$ cat src/rtl/pdm_capture_ctrl.sv
// -----------------------------------------------------------------------------
// pdm_capture_ctrl
//
// Generates the PDM microphone clock and captures stereo-pair DDR PDM data.
// Each data line carries two microphones: one drives the line while pdm_clk is
// high (the "rising-phase" mic) and the other drives it while pdm_clk is low
// (the "falling-phase" mic). Each phase is sampled on the last system-clock
// cycle before pdm_clk changes, where the line has had the longest settle time.
// A word is complete once both phases of one pdm_clk period have been sampled.
//
// After enable, the mics are clocked for WARMUP_CYCLES pdm_clk rises with the
// output suppressed (mic start-up garbage). After that, completed words are
// offered on a valid/ready output. If a word completes while the previous one
// is still unaccepted, the new word is dropped and the sticky overflow flag
// is set.
//
// Ports
//   clk           system clock, rising edge
//   rst           synchronous reset, active low
//   enable        capture enable (level); low returns to IDLE next cycle
//   ddr_data      PDM data, one bit per shared line
//   pdm_clk       registered microphone clock
//   sample_data   captured word: bit 2i = line i rising-phase mic,
//                 bit 2i+1 = line i falling-phase mic
//   sample_valid  sample_data holds an unaccepted word
//   sample_ready  downstream accepts the word when high with sample_valid
//   overflow      sticky: a completed word was dropped
//   state         FSM state: 0 IDLE, 1 WARMUP, 2 RUN
// -----------------------------------------------------------------------------
module pdm_capture_ctrl #(
   parameter int NUM_LINES     = 4,
   parameter int CLK_DIV       = 16,
   parameter int WARMUP_CYCLES = 1024
) (
   input  logic                   clk,
   input  logic                   rst,
   input  logic                   enable,
   input  logic [NUM_LINES-1:0]   ddr_data,
   output logic                   pdm_clk,
   output logic [2*NUM_LINES-1:0] sample_data,
   output logic                   sample_valid,
   input  logic                   sample_ready,
   output logic                   overflow,
   output logic [1:0]             state
);

   localparam int DIV_W  = (CLK_DIV > 1) ? $clog2(CLK_DIV) : 1;
   localparam int WCNT_W = $clog2(WARMUP_CYCLES + 1);

   localparam logic [DIV_W-1:0]  DIV_LAST  = DIV_W'(CLK_DIV - 1);
   localparam logic [WCNT_W-1:0] WCNT_SAT  = WCNT_W'(WARMUP_CYCLES);
   localparam logic [WCNT_W-1:0] WCNT_LAST = WCNT_W'(WARMUP_CYCLES - 1);

   typedef enum logic [1:0] {
      ST_IDLE   = 2'd0,
      ST_WARMUP = 2'd1,
      ST_RUN    = 2'd2
   } state_e;

   state_e                 state_q,  state_d;
   logic [DIV_W-1:0]       div_q,    div_d;
   logic                   pclk_q,   pclk_d;
   logic [WCNT_W-1:0]      wcnt_q,   wcnt_d;
   logic [2*NUM_LINES-1:0] data_q,   data_d;
   logic                   valid_q,  valid_d;
   logic                   ovf_q,    ovf_d;
   logic [NUM_LINES-1:0]   rise_q;

   logic                   tick;
   logic                   to_idle;
   logic [2*NUM_LINES-1:0] word;

   // Interleave the two phase samples into the output word layout.
   function automatic logic [2*NUM_LINES-1:0] pack_word(
      input logic [NUM_LINES-1:0] rise_bits,
      input logic [NUM_LINES-1:0] fall_bits
   );
      logic [2*NUM_LINES-1:0] w;
      w = '0;
      for (int i = 0; i < NUM_LINES; i++) begin
         w[2*i]   = rise_bits[i];
         w[2*i+1] = fall_bits[i];
      end
      return w;
   endfunction

   assign tick = (div_q == DIV_LAST);
   // The falling-phase mic is sampled straight off the line on the completing
   // cycle, so the word is assembled without a second phase register.
   assign word = pack_word(rise_q, ddr_data);
   // The unused encoding is treated like a disable so the FSM cannot lock up.
   assign to_idle = !enable ||
                    ((state_q != ST_IDLE) && (state_q != ST_WARMUP) && (state_q != ST_RUN));

   always_comb begin
      state_d = state_q;
      div_d   = div_q;
      pclk_d  = pclk_q;
      wcnt_d  = wcnt_q;
      data_d  = data_q;
      valid_d = valid_q;
      ovf_d   = ovf_q;

      if (to_idle) begin
         state_d = ST_IDLE;
         div_d   = '0;
         pclk_d  = 1'b0;
         wcnt_d  = '0;
         valid_d = 1'b0;
         ovf_d   = 1'b0;
      end else if (state_q == ST_IDLE) begin
         state_d = ST_WARMUP;
      end else begin
         div_d = tick ? '0 : div_q + DIV_W'(1);
         if (tick) begin
            pclk_d = ~pclk_q;
         end

         if (valid_q && sample_ready) begin
            valid_d = 1'b0;
         end

         // tick with pdm_clk low is the cycle before a rise: word completes.
         if (tick && !pclk_q) begin
            if (state_q == ST_WARMUP) begin
               if (wcnt_q != WCNT_SAT) begin
                  wcnt_d = wcnt_q + WCNT_W'(1);
               end
               // The word completing on this transition edge is still
               // warm-up data and is discarded with the rest.
               if (wcnt_q == WCNT_LAST) begin
                  state_d = ST_RUN;
               end
            end else if (!valid_q || sample_ready) begin
               data_d  = word;
               valid_d = 1'b1;
            end else begin
               ovf_d = 1'b1;
            end
         end
      end
   end

   always_ff @(posedge clk) begin
      if (!rst) begin
         state_q <= ST_IDLE;
         div_q   <= '0;
         pclk_q  <= 1'b0;
         wcnt_q  <= '0;
         data_q  <= '0;
         valid_q <= 1'b0;
         ovf_q   <= 1'b0;
      end else begin
         state_q <= state_d;
         div_q   <= div_d;
         pclk_q  <= pclk_d;
         wcnt_q  <= wcnt_d;
         data_q  <= data_d;
         valid_q <= valid_d;
         ovf_q   <= ovf_d;
      end
   end

   // Rising-phase sample: last cycle of the high phase. Any stale content is
   // overwritten before the first word that can reach the output.
   always_ff @(posedge clk) begin
      if ((state_q == ST_WARMUP || state_q == ST_RUN) && enable && tick && pclk_q) begin
         rise_q <= ddr_data;
      end
   end

   assign pdm_clk      = pclk_q;
   assign sample_data  = data_q;
   assign sample_valid = valid_q;
   assign overflow     = ovf_q;
   assign state        = state_q;

endmodule

$ cat config.mk
export PLATFORM = sky130hd
export DESIGN_NAME = pdm_capture_ctrl
export DESIGN_NICKNAME = d
export VERILOG_FILES = /design/src/rtl/pdm_capture_ctrl.sv
export SDC_FILE = /design/constraint.sdc
export NUM_CORES = 1
export LEC_CHECK = 0
export ABC_AREA = 1
export BUFFER_PORTS_ARGS = -buffer_cell sky130_fd_sc_hd__buf_4
export CAP_MARGIN = 40
export CORE_UTILIZATION = 51
export CTS_CLUSTER_DIAMETER = 150
export DETAILED_ROUTE_END_ITERATION = 8
export GPL_ROUTABILITY_DRIVEN = 1
export PLACE_DENSITY_LB_ADDON = 0.3
export SLEW_MARGIN = 25
export SYNTH_ARGS = -nofsm -noshare
export SYNTH_HDL_FRONTEND = slang
export SYNTH_SLANG_ARGS = --single-unit
$ cat constraint.sdc
create_clock -name clk -period 1.6 [get_ports clk]
set_clock_uncertainty 0.05 [all_clocks]
set_input_delay 0.16 -clock clk [delete_from_list [all_inputs] [get_ports clk]]
set_output_delay 0.16 -clock clk [all_outputs]
set_load 0.05 [all_outputs]
==> summary.txt <==
Outcome
  • Status: finished, final reports clean

Detailed routing
  • First DRT Iteration DRCs: 60
  • Via count: approximately 1400
  • Vias per Instance: 4.97
  • Drt wl/cell: 11.2 um
  • Router iterations before antenna repair: 4
  • Drt drc: 0
  • Final ANT Viol Nets: 0
  • Total Wirelength: 3210 um

Worst setup path
  • CP endpoint kind: flip-flop
  • FF-to-FF End: wcnt_q[8]$_SDFFE_PP0P_
  • CP Launch Point: state[1]$_SDFFE_PP0P_
  • Crit-path cells: inv_1 > ha_2 > inv_4 > nand2_4 > nor2_4 > nand3_2 > nor2_4 > buf_4 > nand2_1 > a21oi_2
  • Worst EP arrival: 1710 ps
  • CP dominant cell by count: nor2_4
  • R2R setup slack: 110 ps
  • CP Max Fanout: 4
  • Max stage delay on crit path: 360 ps
  • Slowest-stage cell, CP: dfxtp_4
  • RR Startpoint: state[1]$_SDFFE_PP0P_
  • WP data required: 1820 ps
  • Setup CP Type: reg -> reg
  • R2R cell count: 10
  • Startpoint types: flip-flop

Logic synthesis
  • Synth Area in XOR/XNOR: 2.22%
  • Syn Nets: around 230
  • Synth unique cells: 24
  • Yosys warnings: 0
  • Compound-Gate Fraction of Synth Area: 10.6%
  • #FFs+latches synth: 32
  • Post-synthesis simple-gate area fraction: 32.2%
  • Largest family of logic cells by synthesized area: simple AND/OR/NAND/NOR gates
  • Mux cell area share after synthesis: 0%
  • Synth Area per Inst: about 7.3 um^2
  • Post-Synthesis Cells: 215
  • Adder-cell share of the synthesized area: under 10%
  • Register area share after synthesis: 43.2%
  • Cell area after synthesis: 1580 um^2

Timing
  • RSZ-0062 raised after global routing: no
  • Final setup fails: 0
  • Fin crit share: 93.3%
  • Slew @ Worst Pin: around 340 ps
  • Max Clk Rate: 670 MHz
  • Fin Hold WS: 50.4 ps
  • Worst slew margin: 77.0%
  • Setup Total Neg Slack: 0 ps
  • Final min period: 1490 ps
  • Setup slack after layout: about 110 ps
  • Final Hold Fails: 0
  • Pins Over Slew Limit: 0

Pwr
  • Max IR drop VDD: about 0.57 mV
  • P_int: 1.18 mW
  • Pleak: 0.835 nW
  • Reg power frac: a little over half
  • Net Sw Frac: 22.5%
  • Clock share of power: 40.8%
  • Pwr/cell area: between 700 and 800 nW/um^2
  • NetSw: 341 uW
  • Logic gate share of total power: 5.7%

Clock network
  • Clk root buf: clkbuf_4
  • CTS sink cnt: 32
  • CTS tree: built
  • H-tree depth: 2
  • CTS buffer count: 5
  • Post-CTS Setup Inserts: 0
  • Clk_lat worst skew: around 340 ps
  • Worst-path clk slew: 110 ps
  • Clk buf depth: 2

Finish
  • Layout cells sized above 1: 24.2%
  • Syn-to-layout area delta: 26.7%
  • Sequential Area: 688 um^2
  • Multi-input combinational cell area: 822 um^2
  • # diodes: 0
  • Most frequent cells in the layout: 49 x nand2_1, 38 x nor2_1, 29 x buf_4
  • Filler cell count in the final layout: 243
  • Commonest non-fill, non-tap cell in the layout: nand2_1
  • Nets@finish: 269

Floorplanning
  • Die ar.: 3320 um^2
  • Initial Util: a little under three fifths
  • I/O pins: 21
  • Die Wd: slightly below 60 um
  • Count of standard-cell rows: 19
  • Core area: 2850 um^2
  • Die span in y: about 58 um

Hold path
  • Worst min path class: in -> reg
  • Worst hold stages: 3
  • Hold Startpoint: rst
  • Hold path endpoint: sample_data[3]$_SDFFE_PN0P_

Global routing
  • All-Layer GR Usage: 20.8%
  • Vias in the first global route: approximately 1300
  • Initial antenna violation count: 0
  • First-pass GRT wire length: 5200 um
  • Grt total ovfl: 0
  • Largest net degree at the start of global routing: 12

Placed design
  • Port bufs: 20
  • Dpl hpwl: about 2200 um
  • Placer congestion estimate: between 0.8 and 0.9
  • Pre-CTS setup slack: 57.9 ps

Run
  • Max Cap Viol: 0
[Yosys cell counts, drive strengths merged]
cell type,instances,area (um^2)
a31oi,1,6.26
ha,6,75.1
nand3b,3,22.5
nand3,14,75.1
o21ai,13,65.1
inv,25,93.8
a21oi,14,88.8
dfxtp,28,561
nand4,3,18.8
a21boi,1,7.51
nor3,4,20.0
xor2,4,35.0
nand2,52,205
buf,2,16.3
nor2,41,166
edfxtp,4,120
[how the worst max path moves through the flow]
stage                                   to  slack (ps)  cells past startpoint
4_1_cts        sample_data[7]$_SDFFE_PN0P_          30                      8
2_1_floorplan       wcnt_q[7]$_SDFFE_PP0P_          10                     10
6_report            wcnt_q[8]$_SDFFE_PP0P_         110                     10
3_5_place_dp   sample_data[5]$_SDFFE_PN0P_          60                      7
3_3_place_gp   sample_data[5]$_SDFFE_PN0P_          60                      8
5_1_grt             wcnt_q[3]$_SDFFE_PP0P_          10                     10
[kinds of logic after synthesis]
group,after synthesis
AND/OR/NAND/NOR,117
flip-flops,32
AO/OA/AOI/OAI,29
buffers and inverters,27
adder cells (fa/ha/maj),6
XOR/XNOR,4
[layout make-up]
class | count | share of cell area (%)
clock buffer | 5 | 1.88
tap | 31 | 1.94
sequential | 32 | 34.5
multi-input combinational | 157 | 41.2
timing repair buffer | 34 | 13.5
inverter | 25 | 4.95
clock inverter | 3 | 2.13
[power by group through the flow]
stage                     clock [mW]  combinational [mW]  sequential (mW)
after detailed placement           0              0.0710            0.832
after global routing           0.662              0.0950            0.814
after floorplan                    0              0.0307            0.838
final                          0.620              0.0872            0.814
after CTS                      0.632              0.0795            0.813
after global placement             0              0.0711            0.832
[repair_timing]
item | in CTS | in global routing
endpoints found under the setup margin | 0 | 19
hold endpoints to repair | 4 | 0
hold buffers | 4 | 0
gates resized for setup | 0 | 14
[per-stage QoR]
step / total power, mW / util [%] / instances / cell area, um^2
finish: 1.52 / 70.0 / 287 / 2000
CTS: 1.52 / 68.6 / 286 / 1960
global route: 1.57 / 70.0 / 287 / 2000
detailed placement: 0.903 / 64.4 / 274 / 1840
global placement: 0.903 / 64.4 / 274 / 1840
floorplan: 0.869 / - / 215 / 1590
[state kept, by name (all words and copies together) (netlist names)]
name and cells:
wcnt_q 11, overflow 1, pdm_clk 1, div_q 4, state 2, sample_data 8, rise_q 4, sample_valid 1
[critical path: cells and delay by family, from the launching register on]
family	cells	cell delay, ps
buffers and inverters	3	240
adders and majority gates	1	190
AOI/OAI and AO/OA	1	130
and+or+nand+nor	5	450
DFF	1	360
[layer usage]
layer | routed length (um) | track usage, % | up-vias | part of all wire [%]
li1 | - | - | 768 | -
met1 | 1540 | 24.4 | 624 | 48
met2 | 1500 | 34.4 | 28 | 47
met3 | 120 | 7.03 | 6 | 3.7
met4 | 47 | 9.41 | 0 | 1.5
met5 | 0 | 0 | - | 0
Note: power is estimated with default switching activity, not from simulation.
